$ cat src/rtl/ptmch_pkg.sv
// rtl/ptmch_pkg.sv - shared types and constants for the ptmch SPI link
// Purpose: FSM state encoding for the SPI transmitter, the link word width
// shared with the receiver, and a helper used to size the phase timer.
package ptmch_pkg;

  localparam int PTMCH_DATA_W = 16;

  typedef enum logic [2:0] {
    IDLE,
    SETUP,
    SHIFT,
    HOLD,
    GAP
  } spi_tx_state_t;

  // Largest of four timing parameters; one down-counter serves every phase.
  function automatic int max_of4(input int a, input int b, input int c, input int d);
    int m;
    m = a;
    if (b > m) m = b;
    if (c > m) m = c;
    if (d > m) m = d;
    return m;
  endfunction

endpackage

$ cat src/rtl/ptmch_spi_tx_if.sv
// rtl/ptmch_spi_tx_if.sv - host push port and SPI pins of the ptmch SPI transmitter
// Purpose: bundles the command push handshake, status and the 3-wire SPI link.
// Signals:
//   tx_data/tx_valid/tx_ready  command word push (accepted on valid & ready)
//   busy, done_pls             status: frame or queued word pending, end-of-frame pulse
//   spi_cs/spi_clk/spi_mosi    active-low select, mode-0 clock, MSB-first data
// Modports: master = transmitter side, slave = host/pin side.
interface ptmch_spi_tx_if
  import ptmch_pkg::*;
#(
  parameter int DATA_W = PTMCH_DATA_W
);
  logic [DATA_W-1:0] tx_data;
  logic              tx_valid;
  logic              tx_ready;
  logic              busy;
  logic              done_pls;
  logic              spi_cs;
  logic              spi_clk;
  logic              spi_mosi;

  modport master (
    input  tx_data, tx_valid,
    output tx_ready, busy, done_pls, spi_cs, spi_clk, spi_mosi
  );

  modport slave (
    output tx_data, tx_valid,
    input  tx_ready, busy, done_pls, spi_cs, spi_clk, spi_mosi
  );
endinterface

$ cat src/rtl/ptmch_tx_fifo.sv
// rtl/ptmch_tx_fifo.sv - command word queue for the ptmch SPI transmitter
// Purpose: synchronous FIFO, DATA_W x DEPTH, DEPTH a power of two.
// Ports:
//   clk, rst         clock, asynchronous active-high reset (flushes the queue)
//   push, push_data  write request and word
//   pop, pop_data    read request and head-of-queue word (valid when !empty)
//   full, empty      queue level flags
//   count            number of words held
module ptmch_tx_fifo
  import ptmch_pkg::*;
#(
  parameter int DATA_W = PTMCH_DATA_W,
  parameter int DEPTH  = 4
) (
  input  logic                       clk,
  input  logic                       rst,
  input  logic                       push,
  input  logic [DATA_W-1:0]          push_data,
  input  logic                       pop,
  output logic [DATA_W-1:0]          pop_data,
  output logic                       full,
  output logic                       empty,
  output logic [$clog2(DEPTH+1)-1:0] count
);
  localparam int PTR_W = $clog2(DEPTH);
  localparam int CNT_W = $clog2(DEPTH + 1);

  logic [DATA_W-1:0] mem_q [DEPTH];
  logic [PTR_W-1:0]  wr_ptr_q, wr_ptr_d;
  logic [PTR_W-1:0]  rd_ptr_q, rd_ptr_d;
  logic [CNT_W-1:0]  count_q, count_d;
  logic              wr_en, rd_en;

  assign full     = (count_q == CNT_W'(DEPTH));
  assign empty    = (count_q == '0);
  assign count    = count_q;
  assign pop_data = mem_q[rd_ptr_q];

  always_comb begin
    // A push into a full queue only lands when the head leaves on the same edge.
    wr_en    = push && (!full || pop);
    rd_en    = pop && !empty;
    wr_ptr_d = wr_en ? wr_ptr_q + 1'b1 : wr_ptr_q;
    rd_ptr_d = rd_en ? rd_ptr_q + 1'b1 : rd_ptr_q;
    count_d  = count_q;
    case ({wr_en, rd_en})
      2'b10:   count_d = count_q + 1'b1;
      2'b01:   count_d = count_q - 1'b1;
      default: count_d = count_q;
    endcase
  end

  always_ff @(posedge clk or posedge rst) begin
    if (rst) begin
      wr_ptr_q <= '0;
      rd_ptr_q <= '0;
      count_q  <= '0;
    end else begin
      wr_ptr_q <= wr_ptr_d;
      rd_ptr_q <= rd_ptr_d;
      count_q  <= count_d;
    end
  end

  always_ff @(posedge clk) begin
    if (wr_en) mem_q[wr_ptr_q] <= push_data;
  end
endmodule

$ cat src/rtl/ptmch_spi_tx.sv
// rtl/ptmch_spi_tx.sv - SPI master transmitter for the ptmch command link
// Purpose: queues command words and sends each one as a mode-0, MSB-first
// SPI frame framed by its own chip-select low period.
// Ports:
//   CLK160M  160 MHz clock, all logic on the rising edge
//   RESET    asynchronous active-high reset; aborts any frame, flushes the queue
//   bus      ptmch_spi_tx_if.master: push handshake, busy/done status, SPI pins
// All outputs come straight from flops.
module ptmch_spi_tx
  import ptmch_pkg::*;
#(
  parameter int DATA_W     = PTMCH_DATA_W,
  parameter int CLK_DIV    = 8,
  parameter int FIFO_DEPTH = 4,
  parameter int CS_SETUP   = 2,
  parameter int CS_HOLD    = 2,
  parameter int CS_IDLE    = 2
) (
  input  logic           CLK160M,
  input  logic           RESET,
  ptmch_spi_tx_if.master bus
);
  localparam int TMR_W = $clog2(max_of4(CLK_DIV, CS_SETUP, CS_HOLD, CS_IDLE));
  localparam int BIT_W = $clog2(DATA_W + 1);
  localparam int CNT_W = $clog2(FIFO_DEPTH + 1);

  localparam logic [TMR_W-1:0] DIV_LD   = TMR_W'(CLK_DIV - 1);
  localparam logic [TMR_W-1:0] SETUP_LD = TMR_W'(CS_SETUP - 1);
  localparam logic [TMR_W-1:0] HOLD_LD  = TMR_W'(CS_HOLD - 1);
  localparam logic [TMR_W-1:0] GAP_LD   = TMR_W'(CS_IDLE - 1);
  localparam logic [CNT_W-1:0] FULL_CNT = CNT_W'(FIFO_DEPTH);

  spi_tx_state_t     state_q, state_d;
  logic [TMR_W-1:0]  timer_q, timer_d;
  logic [BIT_W-1:0]  bit_cnt_q, bit_cnt_d;
  logic [DATA_W-1:0] shreg_q, shreg_d;
  logic              spi_cs_q, spi_cs_d;
  logic              spi_clk_q, spi_clk_d;
  logic              spi_mosi_q, spi_mosi_d;
  logic              done_pls_q, done_pls_d;
  logic              busy_q, busy_d;
  logic              tx_ready_q, tx_ready_d;

  logic [DATA_W-1:0] fifo_rd_data;
  logic              fifo_full, fifo_empty;
  logic [CNT_W-1:0]  fifo_count, count_d;
  logic              push, pop, pop_next;
  logic              tmr_zero, last_fall;

  assign tmr_zero  = (timer_q == '0);
  // bit_cnt counts falls still to come; the final one ends the shift phase.
  assign last_fall = spi_clk_q && (bit_cnt_q == BIT_W'(1));
  assign push      = bus.tx_valid && tx_ready_q && (!fifo_full || pop);

  ptmch_tx_fifo #(.DATA_W(DATA_W), .DEPTH(FIFO_DEPTH)) u_fifo (
    .clk       (CLK160M),
    .rst       (RESET),
    .push      (push),
    .push_data (bus.tx_data),
    .pop       (pop),
    .pop_data  (fifo_rd_data),
    .full      (fifo_full),
    .empty     (fifo_empty),
    .count     (fifo_count)
  );

  always_ff @(posedge CLK160M or posedge RESET) begin
    if (RESET) state_q <= IDLE;
    else       state_q <= state_d;
  end

  always_comb begin
    state_d = state_q;
    case (state_q)
      IDLE:    if (!fifo_empty) state_d = SETUP;
      SETUP:   if (tmr_zero) state_d = SHIFT;
      SHIFT:   if (tmr_zero && last_fall) state_d = HOLD;
      HOLD:    if (tmr_zero) state_d = GAP;
      GAP:     if (tmr_zero) state_d = fifo_empty ? IDLE : SETUP;
      default: state_d = IDLE;
    endcase
  end

  always_comb begin
    pop        = 1'b0;
    timer_d    = tmr_zero ? '0 : timer_q - 1'b1;
    bit_cnt_d  = bit_cnt_q;
    shreg_d    = shreg_q;
    spi_cs_d   = spi_cs_q;
    spi_clk_d  = spi_clk_q;
    spi_mosi_d = spi_mosi_q;
    done_pls_d = 1'b0;
    case (state_q)
      IDLE, GAP: begin
        if (!fifo_empty && (state_q == IDLE || tmr_zero)) begin
          // First data bit goes out with CS so it has the whole setup time.
          pop        = 1'b1;
          shreg_d    = fifo_rd_data;
          spi_cs_d   = 1'b0;
          spi_mosi_d = fifo_rd_data[DATA_W-1];
          timer_d    = SETUP_LD;
        end
      end
      SETUP: begin
        if (tmr_zero) begin
          timer_d   = DIV_LD;
          bit_cnt_d = BIT_W'(DATA_W);
        end
      end
      SHIFT: begin
        if (tmr_zero) begin
          spi_clk_d = !spi_clk_q;
          timer_d   = DIV_LD;
          if (spi_clk_q) begin
            bit_cnt_d = bit_cnt_q - 1'b1;
            if (last_fall) begin
              timer_d = HOLD_LD;
            end else begin
              shreg_d    = shreg_q << 1;
              spi_mosi_d = shreg_q[DATA_W-2];
            end
          end
        end
      end
      HOLD: begin
        if (tmr_zero) begin
          spi_cs_d   = 1'b1;
          done_pls_d = 1'b1;
          spi_mosi_d = 1'b0;
          timer_d    = GAP_LD;
        end
      end
      default: ;
    endcase
  end

  // Status flops look one edge ahead so they are exact on the cycle they show.
  // TX_READY also opens while full when the head is popped on the next edge.
  always_comb begin
    count_d    = fifo_count + CNT_W'(push) - CNT_W'(pop);
    busy_d     = (state_d != IDLE) || (count_d != '0);
    pop_next   = (count_d != '0) &&
                 ((state_d == IDLE) || (state_d == GAP && timer_d == '0));
    tx_ready_d = (count_d != FULL_CNT) || pop_next;
  end

  always_ff @(posedge CLK160M or posedge RESET) begin
    if (RESET) begin
      timer_q    <= '0;
      bit_cnt_q  <= '0;
      shreg_q    <= '0;
      spi_cs_q   <= 1'b1;
      spi_clk_q  <= 1'b0;
      spi_mosi_q <= 1'b0;
      done_pls_q <= 1'b0;
      busy_q     <= 1'b0;
      tx_ready_q <= 1'b0;
    end else begin
      timer_q    <= timer_d;
      bit_cnt_q  <= bit_cnt_d;
      shreg_q    <= shreg_d;
      spi_cs_q   <= spi_cs_d;
      spi_clk_q  <= spi_clk_d;
      spi_mosi_q <= spi_mosi_d;
      done_pls_q <= done_pls_d;
      busy_q     <= busy_d;
      tx_ready_q <= tx_ready_d;
    end
  end

  assign bus.tx_ready = tx_ready_q;
  assign bus.busy     = busy_q;
  assign bus.done_pls = done_pls_q;
  assign bus.spi_cs   = spi_cs_q;
  assign bus.spi_clk  = spi_clk_q;
  assign bus.spi_mosi = spi_mosi_q;
endmodule

$ cat src/flat_wrapper.sv
// flat-port wrapper written by rule: the top's interface ports become plain ports
module ptmch_spi_tx_flat import ptmch_pkg::*;
#(
  parameter int DATA_W     = PTMCH_DATA_W,
  parameter int CLK_DIV    = 8,
  parameter int FIFO_DEPTH = 4,
  parameter int CS_SETUP   = 2,
  parameter int CS_HOLD    = 2,
  parameter int CS_IDLE    = 2
)
  (CLK160M, RESET, bus_tx_data, bus_tx_valid, bus_tx_ready, bus_busy, bus_done_pls, bus_spi_cs, bus_spi_clk, bus_spi_mosi);
  ptmch_spi_tx_if #(.DATA_W(DATA_W)) bus_i ();
  input  logic CLK160M;
  input  logic RESET;
  input wire logic [$bits(bus_i.tx_data)-1:0] bus_tx_data;
  input wire logic [$bits(bus_i.tx_valid)-1:0] bus_tx_valid;
  output wire logic [$bits(bus_i.tx_ready)-1:0] bus_tx_ready;
  output wire logic [$bits(bus_i.busy)-1:0] bus_busy;
  output wire logic [$bits(bus_i.done_pls)-1:0] bus_done_pls;
  output wire logic [$bits(bus_i.spi_cs)-1:0] bus_spi_cs;
  output wire logic [$bits(bus_i.spi_clk)-1:0] bus_spi_clk;
  output wire logic [$bits(bus_i.spi_mosi)-1:0] bus_spi_mosi;
  assign bus_i.tx_data = bus_tx_data;
  assign bus_i.tx_valid = bus_tx_valid;
  assign bus_tx_ready = bus_i.tx_ready;
  assign bus_busy = bus_i.busy;
  assign bus_done_pls = bus_i.done_pls;
  assign bus_spi_cs = bus_i.spi_cs;
  assign bus_spi_clk = bus_i.spi_clk;
  assign bus_spi_mosi = bus_i.spi_mosi;
  ptmch_spi_tx #(.DATA_W(DATA_W), .CLK_DIV(CLK_DIV), .FIFO_DEPTH(FIFO_DEPTH), .CS_SETUP(CS_SETUP), .CS_HOLD(CS_HOLD), .CS_IDLE(CS_IDLE)) u_core (.CLK160M(CLK160M), .RESET(RESET), .bus(bus_i));
endmodule
$ cat config.mk
export PLATFORM = sky130hd
export DESIGN_NAME = ptmch_spi_tx_flat
export DESIGN_NICKNAME = d
export VERILOG_FILES = /design/src/rtl/ptmch_pkg.sv /design/src/rtl/ptmch_spi_tx_if.sv /design/src/rtl/ptmch_tx_fifo.sv /design/src/rtl/ptmch_spi_tx.sv /design/src/flat_wrapper.sv
export SDC_FILE = /design/constraint.sdc
export NUM_CORES = 1
export LEC_CHECK = 0
export BUFFER_PORTS_ARGS = -buffer_cell sky130_fd_sc_hd__buf_2
export CORE_AREA = 8 8 116 118
export CTS_BUF_LIST = sky130_fd_sc_hd__clkbuf_8
export CTS_CLUSTER_SIZE = 8
export DETAILED_ROUTE_END_ITERATION = 7
export DIE_AREA = 0 0 124 126
export PLACE_DENSITY = 0.61
export SLEW_MARGIN = 20
export SYNTH_ARGS = -nofsm -noshare
export SYNTH_HDL_FRONTEND = slang
export SYNTH_SLANG_ARGS = --single-unit
$ cat constraint.sdc
create_clock -name CLK160M -period 3.5 [get_ports CLK160M]
set_input_delay 1.05 -clock CLK160M [delete_from_list [all_inputs] [get_ports CLK160M]]
set_output_delay 1.05 -clock CLK160M [all_outputs]
set_load 0.05 [all_outputs]
Yosys cells after proc, flatten, opt, wreduce, memory -nomap -nowiden

Memories as Yosys holds them, arrays and structs flattened.
Cells that the tools add are included.

Bits in latches: 0
Register bits after elaboration: 39
Input bits: 19
RAM bits: 64
Memories kept: 1
Bits in read-only memories: 0
Output and inout port bits: 6

Memory list:

| name                | depth | bits a word | rd ports | clocked after Yosys merged registers in | wr ports | RTL line            | RTL |
|---|---|---|---|---|---|---|---|
| u_core.u_fifo.mem_q | 4     | 16          | 1        | 0                                       | 1        | ptmch_tx_fifo.sv:28 | `logic [DATA_W-1:0] mem_q [DEPTH];` |

Bitwise logic cells: 0
Multiply operators: 0
Magnitude comparators: 0
Divide/modulo/power cells: 0
Eq/ne operators: 16
Add/sub/neg operators: 8
Multiplexer cells: 40
Reduce and logical (&&, ||, !) cells: 35
Shifts and indexed selects: 0

Operators with widths:

| kind                                                  | count |
|---|---|
| two-way mux 15 bit                                    | 4 |
| two-way mux 3 bit                                     | 12 |
| one-hot mux 15 bit (2 select lines)                   | 1 |
| zero test 3 bit                                       | 5 |
| two-way mux 5 bit                                     | 3 |
| one-hot mux 3 bit (5 select lines)                    | 1 |
| two-way mux 1 bit                                     | 14 |
| one-hot mux 3 bit (4 select lines)                    | 1 |
| inequality test 2 x 1 -> 1 bit, second input constant | 5 |
| one-hot mux 5 bit (2 select lines)                    | 1 |
| equality test 3 bit, second input constant            | 3 |
| logical AND 1 bit                                     | 9 |
| nonzero test 3 bit                                    | 3 |
| nonzero test 2 bit                                    | 4 |
| equality test 3 x 2 -> 1 bit, second input constant   | 2 |
| one-hot mux 3 bit (2 select lines)                    | 1 |
| AND reduction 6 bit                                   | 1 |
| subtractor 3 x 1 -> 3 bit, second input constant      | 2 |
| equality test 5 x 1 -> 1 bit, second input constant   | 1 |
| logical OR 1 bit                                      | 5 |
| AND reduction 5 bit                                   | 1 |
| subtractor 5 x 1 -> 5 bit, second input constant      | 1 |
| adder 2 x 1 -> 2 bit, second input constant           | 2 |
| AND reduction 4 bit                                   | 1 |
| 14 further kinds                                      | 16 |

Depth between registers and ports, before layout

Depth after elaboration: 12
Gate-level depth with buffers: 17
Depth with buffers taken out: 16

By module

Synthesis repeated with hierarchy kept, for this count alone.

Cells, all modules: 315
Area, all modules: 4549.4 µm²

By module, submodules not included:

| module        | cells each | instances | area each (µm²) | sequential area each (µm²) |
|---|---|---|---|---|
| ptmch_tx_fifo | 123        | 1         | 2745.1          | 2097.0 |
| ptmch_spi_tx  | 192        | 1         | 1804.2          | 802.0 |

Least setup slack after synthesis

Ideal clock, no wire load.

Path type: register to register
Start point: register u_core.timer_q[0]
End point: register u_core.tx_ready_q, in the netlist u_core.bus.tx_ready
Period minus slack after synthesis: 3.262 ns
Data required time: 3.370 ns
Cell stages (with the launch flop): 18
Arrival: 3.131 ns
Setup slack: 0.238 ns
Path buffers: 1
Cell sequence: dfrtp_1 or2_2 inv_1 ha_1 buf_2 nor2b_1 nor3_4 nand2b_4 a41oi_4 inv_1 ha_1 inv_1 ha_1 fa_1 xor2_1 xnor2_1 and3_1 o31ai_1

Longest elaborated chain between the ends: 12
Elaborated cells between the ends (all ways): 31
Classes of those cells: add/sub: 3; eq/ne: 2; mux: 13; reduce/logical: 13

RTL lines:

| item                        | RTL line            | RTL |
|---|---|---|
| from (decl)                 | ptmch_spi_tx.sv:34  | `logic [TMR_W-1:0] timer_q, timer_d;` |
| from (signal assigned)      | ptmch_spi_tx.sv:159 | `timer_q <= timer_d;` |
| zero test 3 bit             | ptmch_spi_tx.sv:50  | `assign tmr_zero = (timer_q == '0);` |
| logical OR 1 bit            | ptmch_spi_tx.sv:95  | `if (!fifo_empty && (state_q == IDLE \|\| tmr_zero)) begin` |
| logical AND 1 bit           | ptmch_spi_tx.sv:95  |  |
| two-way mux 1 bit           | ptmch_spi_tx.sv:95  |  |
| two-way mux 1 bit           | ptmch_spi_tx.sv:93  | `case (state_q)` |
| logical OR 1 bit            | ptmch_spi_tx.sv:53  | `assign push = bus.tx_valid && tx_ready_q && (!fifo_full \|\| pop);` |
| logical AND 1 bit           | ptmch_spi_tx.sv:53  |  |
| adder 3 x 1 -> 3 bit        | ptmch_spi_tx.sv:140 | `count_d = fifo_count + CNT_W'(push) - CNT_W'(pop);` |
| subtractor 3 x 1 -> 3 bit   | ptmch_spi_tx.sv:140 |  |
| nonzero test 3 bit          | ptmch_spi_tx.sv:142 | `pop_next = (count_d != '0) &&` |
| logical AND 1 bit           | ptmch_spi_tx.sv:142 |  |
| logical OR 1 bit *          | ptmch_spi_tx.sv:144 | `tx_ready_d = (count_d != FULL_CNT) \|\| pop_next;` |
| named net u_core.tx_ready_d | ptmch_spi_tx.sv:42  | `logic tx_ready_q, tx_ready_d;` |
| to (signal assigned)        | ptmch_spi_tx.sv:167 | `tx_ready_q <= tx_ready_d;` |
| to (decl)                   | ptmch_spi_tx.sv:42  |  |

Mark *: on every way through the listed nets, which the timed path passes. The rest lies on a longest branch.
A chain may end at the register's enable or synchronous reset.

Final worst setup path

Ends and elaborated chain as after synthesis.

==> results by group <==
Synthesis
  • Synth Instances: 305
  • Yosys warns: 0
  • Yosys reg bits: roughly 100
  • FFs w/ async S/R, synth: between 30% and 40%
  • Unique masters post-synth: about 50
  • Mapped Nets: approximately 340
  • Seq/Total Area, Yosys: 64.25%
  • Syn Std Cell Area: between 4000 and 5000 um2
  • Synth Flop Type: edfxtp_1
  • Post-Syn Area per Cell: roughly 15 um2
  • EDFF count, synth: between 60 and 70

Finish
  • Footprint of the multi-input gates: approximately 1500 um2
  • Area Overhead vs Synth: 9.845%
  • Share of layout cells above drive strength 1: between 20% and 30%
  • Register area: just under 3000 um2
  • Filler Cell Count: roughly 1100
  • Nets: between 300 and 400
  • Diode count: 0

STA
  • Unrepaired setup endpoints after global routing: false
  • Relative slew slack: between 40% and 50%
  • Setup ws final: approximately 0.26 ns
  • Setup Viol. Count Final: 0
  • Final Hold Vio Count: 0
  • Minimum clock period: around 3.2 ns
  • Max Transition Viols Final: 0
  • F_max: slightly above 0.3 GHz
  • Layout Skew: 0.01019 ns
  • Setup tns final: 0 ns
  • Slew @ Worst Pin: between 0.8 and 0.9 ns
  • Fin crit share: just over 90%

Power
  • VDD IR max: roughly 0.28 mV
  • Total power: ~0.0027 W
  • Int Pwr: just under 0.002 W
  • Switching Fraction: 28.01%
  • Clock Power Share: 26.4%
  • NetSw: about 0.00075 W
  • Pwr per Cell Area: about 540 nW/um2
  • Leakage: 1.957 nW
  • Combinational Power Share: about 16%
  • Register share of total power: roughly three fifths

GRT
  • Vias in the first global route: around 2600
  • Largest net degree at the start of global routing: 40
  • Gr ovfl total: 0
  • Antenna violations before repair: 0
  • First-pass GRT wire length: ~13 mm
  • GRT Total Usage: 10.67%

Detailed routing
  • Via count: ~2400
  • DR vias/cell: around 5.0
  • WL final: 7.747 mm
  • Detail Route Antenna Nets: 0
  • Residual DRC count: 0
  • Iteration-0 DRC Markers: 155
  • DRT Pass-1 Iters: 4
  • WL/cell: 16.04 um

Place
  • Post-detail-place hpwl: ~5.0 mm
  • GPL Wtd Cong: approximately 0.77
  • Dpl ws: around 0.25 ns
  • Port bufs: 24

Flow run
  • Max-cap violations: 0

Setup path
  • Startpoint Class: flip-flop
  • RR Startpoint: u_core.timer_q[0]
  • Critical Path RT: 3.76 ns
  • Crit. End Element: flip-flop
  • CP max FO: 7
  • WS Path Type: flip-flop to flip-flop
  • Worst Path Arrival: between 3 and 4 ns
  • Crit path launch: u_core.timer_q[0]

Floorplanning
  • Height of the die: 126 um
  • CORE AREA: between 10000 and 15000 um2
  • Die area: 15620 um2
  • Chip Width: between 100 and 150 um
  • Initial Utilization: about 39%
  • Top Ports: 25
  • FP Rows: 40

Clocking
  • CTS clk-pin slew, worst paths: ~0.10 ns
  • Num CTS Buffers: 9
  • H-tree depth: 3
  • Max clock buf depth: 2
  • Hold buffer count at cts: 0
  • Post-cts resize count: 0
  • Post CTS Setup Buffer Count: 0
  • CTS tree: done
  • Clock sink count: just over 100
  • CTS root buf: clkbuf_8
  • Skew-Pair Late Insertion Delay: 0.37 ns

Worst hold path
  • HP Start: u_core.shreg_q[1]
  • Hold Crit Class: flip-flop to flip-flop

Outcome
  • Outcome: finished, final reports clean
[power groups by stage]
stage / clock, W / sequential (W) / combinational [W]
2_1_floorplan: 0 / 0.00157 / 0.000307
3_3_place_gp: 0 / 0.00158 / 0.000417
3_5_place_dp: 0 / 0.00159 / 0.000429
4_1_cts: 0.000726 / 0.00156 / 0.000430
5_1_grt: 0.000771 / 0.00157 / 0.000478
6_report: 0.000707 / 0.00156 / 0.000416
[worst max-delay path: stages, from the launching register on]
cell	delay, ns
dfrtp_1	0.41
or2_2	0.29
inv_1	0.08
ha_1	0.16
nor2b_1	0.10
nor3_4	0.20
nand2b_4	0.13
a41oi_4	0.23
inv_1	0.09
ha_1	0.28
inv_1	0.04
ha_1	0.18
fa_1	0.37
xor2_1	0.16
xnor2_1	0.17
and3_1	0.17
o31ai_1	0.06
[cell families (layout without fill, tap and decap cells)]
group / after synthesis / in the layout / synth area share [%]
flops: 103 / 103 / 64.25
simple gates: 66 / 66 / 7.959
compound gates: 45 / 45 / 6.379
buf+inv: 33 / 64 / 3.300
mux: 32 / 32 / 11.65
fa+ha+maj: 13 / 13 / 3.938
xor+xnor: 13 / 13 / 2.524
[synthesized netlist by cell type (3+ instances only)]
| master | count | share of area [%] |
|---|---|---|
| o21ai_0 | 10 | 1.1 |
| inv_1 | 18 | 1.5 |
| clkbuf_1 | 3 | 0.25 |
| nor3_1 | 3 | 0.33 |
| edfxtp_1 | 64 | 43 |
| dfrtp_1 | 38 | 21 |
| nand2_1 | 9 | 0.75 |
| buf_2 | 8 | 0.89 |
| xor2_1 | 8 | 1.6 |
| nand3b_1 | 3 | 0.50 |
| a31oi_1 | 4 | 0.55 |
| mux4_2 | 16 | 8.0 |
| xnor2_1 | 5 | 0.97 |
| nor2_1 | 27 | 2.2 |
| and2_2 | 4 | 0.67 |
| a21oi_1 | 19 | 2.1 |
| mux2i_1 | 15 | 3.3 |
| nand2b_1 | 5 | 0.69 |
| ha_1 | 11 | 3.1 |
[layer usage]
metal	vias up	track usage, %	routed length [um]
li1	1164	-	-
met1	1206	13.60	3577
met2	45	16.52	3700
met3	10	3.172	336
met4	0	4.412	133
met5	-	0	0
[sequential cells by signal (all words and copies together) (netlist names), 2 cells and up]
name	count
u_core.bit_cnt_q	5
u_core.shreg_q	15
u_core.u_fifo.mem_q	64
u_core.timer_q	3
u_core.u_fifo.rd_ptr_q	2
u_core.state_q	3
u_core.u_fifo.count	3
u_core.u_fifo.wr_ptr_q	2
[final cells by class]
class | instances | area share, %
sequential | 103 | 58.50
clock buffer | 9 | 2.499
inverter | 19 | 1.439
multi-input combinational | 169 | 29.54
clock inverter | 7 | 1.136
tap | 147 | 3.711
timing repair buffer | 29 | 3.181
[metrics by stage]
stage	hold WS, ns	cell area [um2]	util (%)	instances
global placement	0.5082	4776	40.78	467
global route	0.5676	4956	42.32	483
floorplan	0.4938	4512	-	305
finish	0.5390	4956	42.32	483
detailed placement	0.5198	4776	40.78	467
CTS	0.5443	4956	42.32	483
[path summary, 6_finish.rpt]
kind | endpoint | slack (ns) | cells after the start
setup / recovery | u_core.bus.tx_ready | 0.26 | 16
hold / removal | u_core.shreg_q[1] | 0.54 | 2
setup reg to reg | u_core.bus.tx_ready | 0.26 | 16
hold reg to reg | u_core.shreg_q[1] | 0.54 | 2
max in group asynchronous | u_core.bus.spi_cs | 2.34 | 3
min in group asynchronous | u_core.bus.spi_clk | 0.79 | 3
[layout by cell type (no fill, tap or decap), types with 2 or more instances in the layout]
cell type  count
inv_8          2
xnor2_1        5
fa_1           2
xor2_1         8
buf_2         24
a21oi_1       19
edfxtp_1      64
nand2_1        9
inv_6          2
dfrtp_1       38
nor2b_1        2
o31ai_1        2
nand3b_1       3
and2_2         4
clkbuf_8       9
nor2_1        27
ha_1          11
mux2i_1       15
inv_1         19
nor3_1         3
nand2b_1       5
a31oi_1        4
o21ai_0       10
and2_1         2
mux4_2        16
buf_4          5
(Power assumes the default switching activity.)
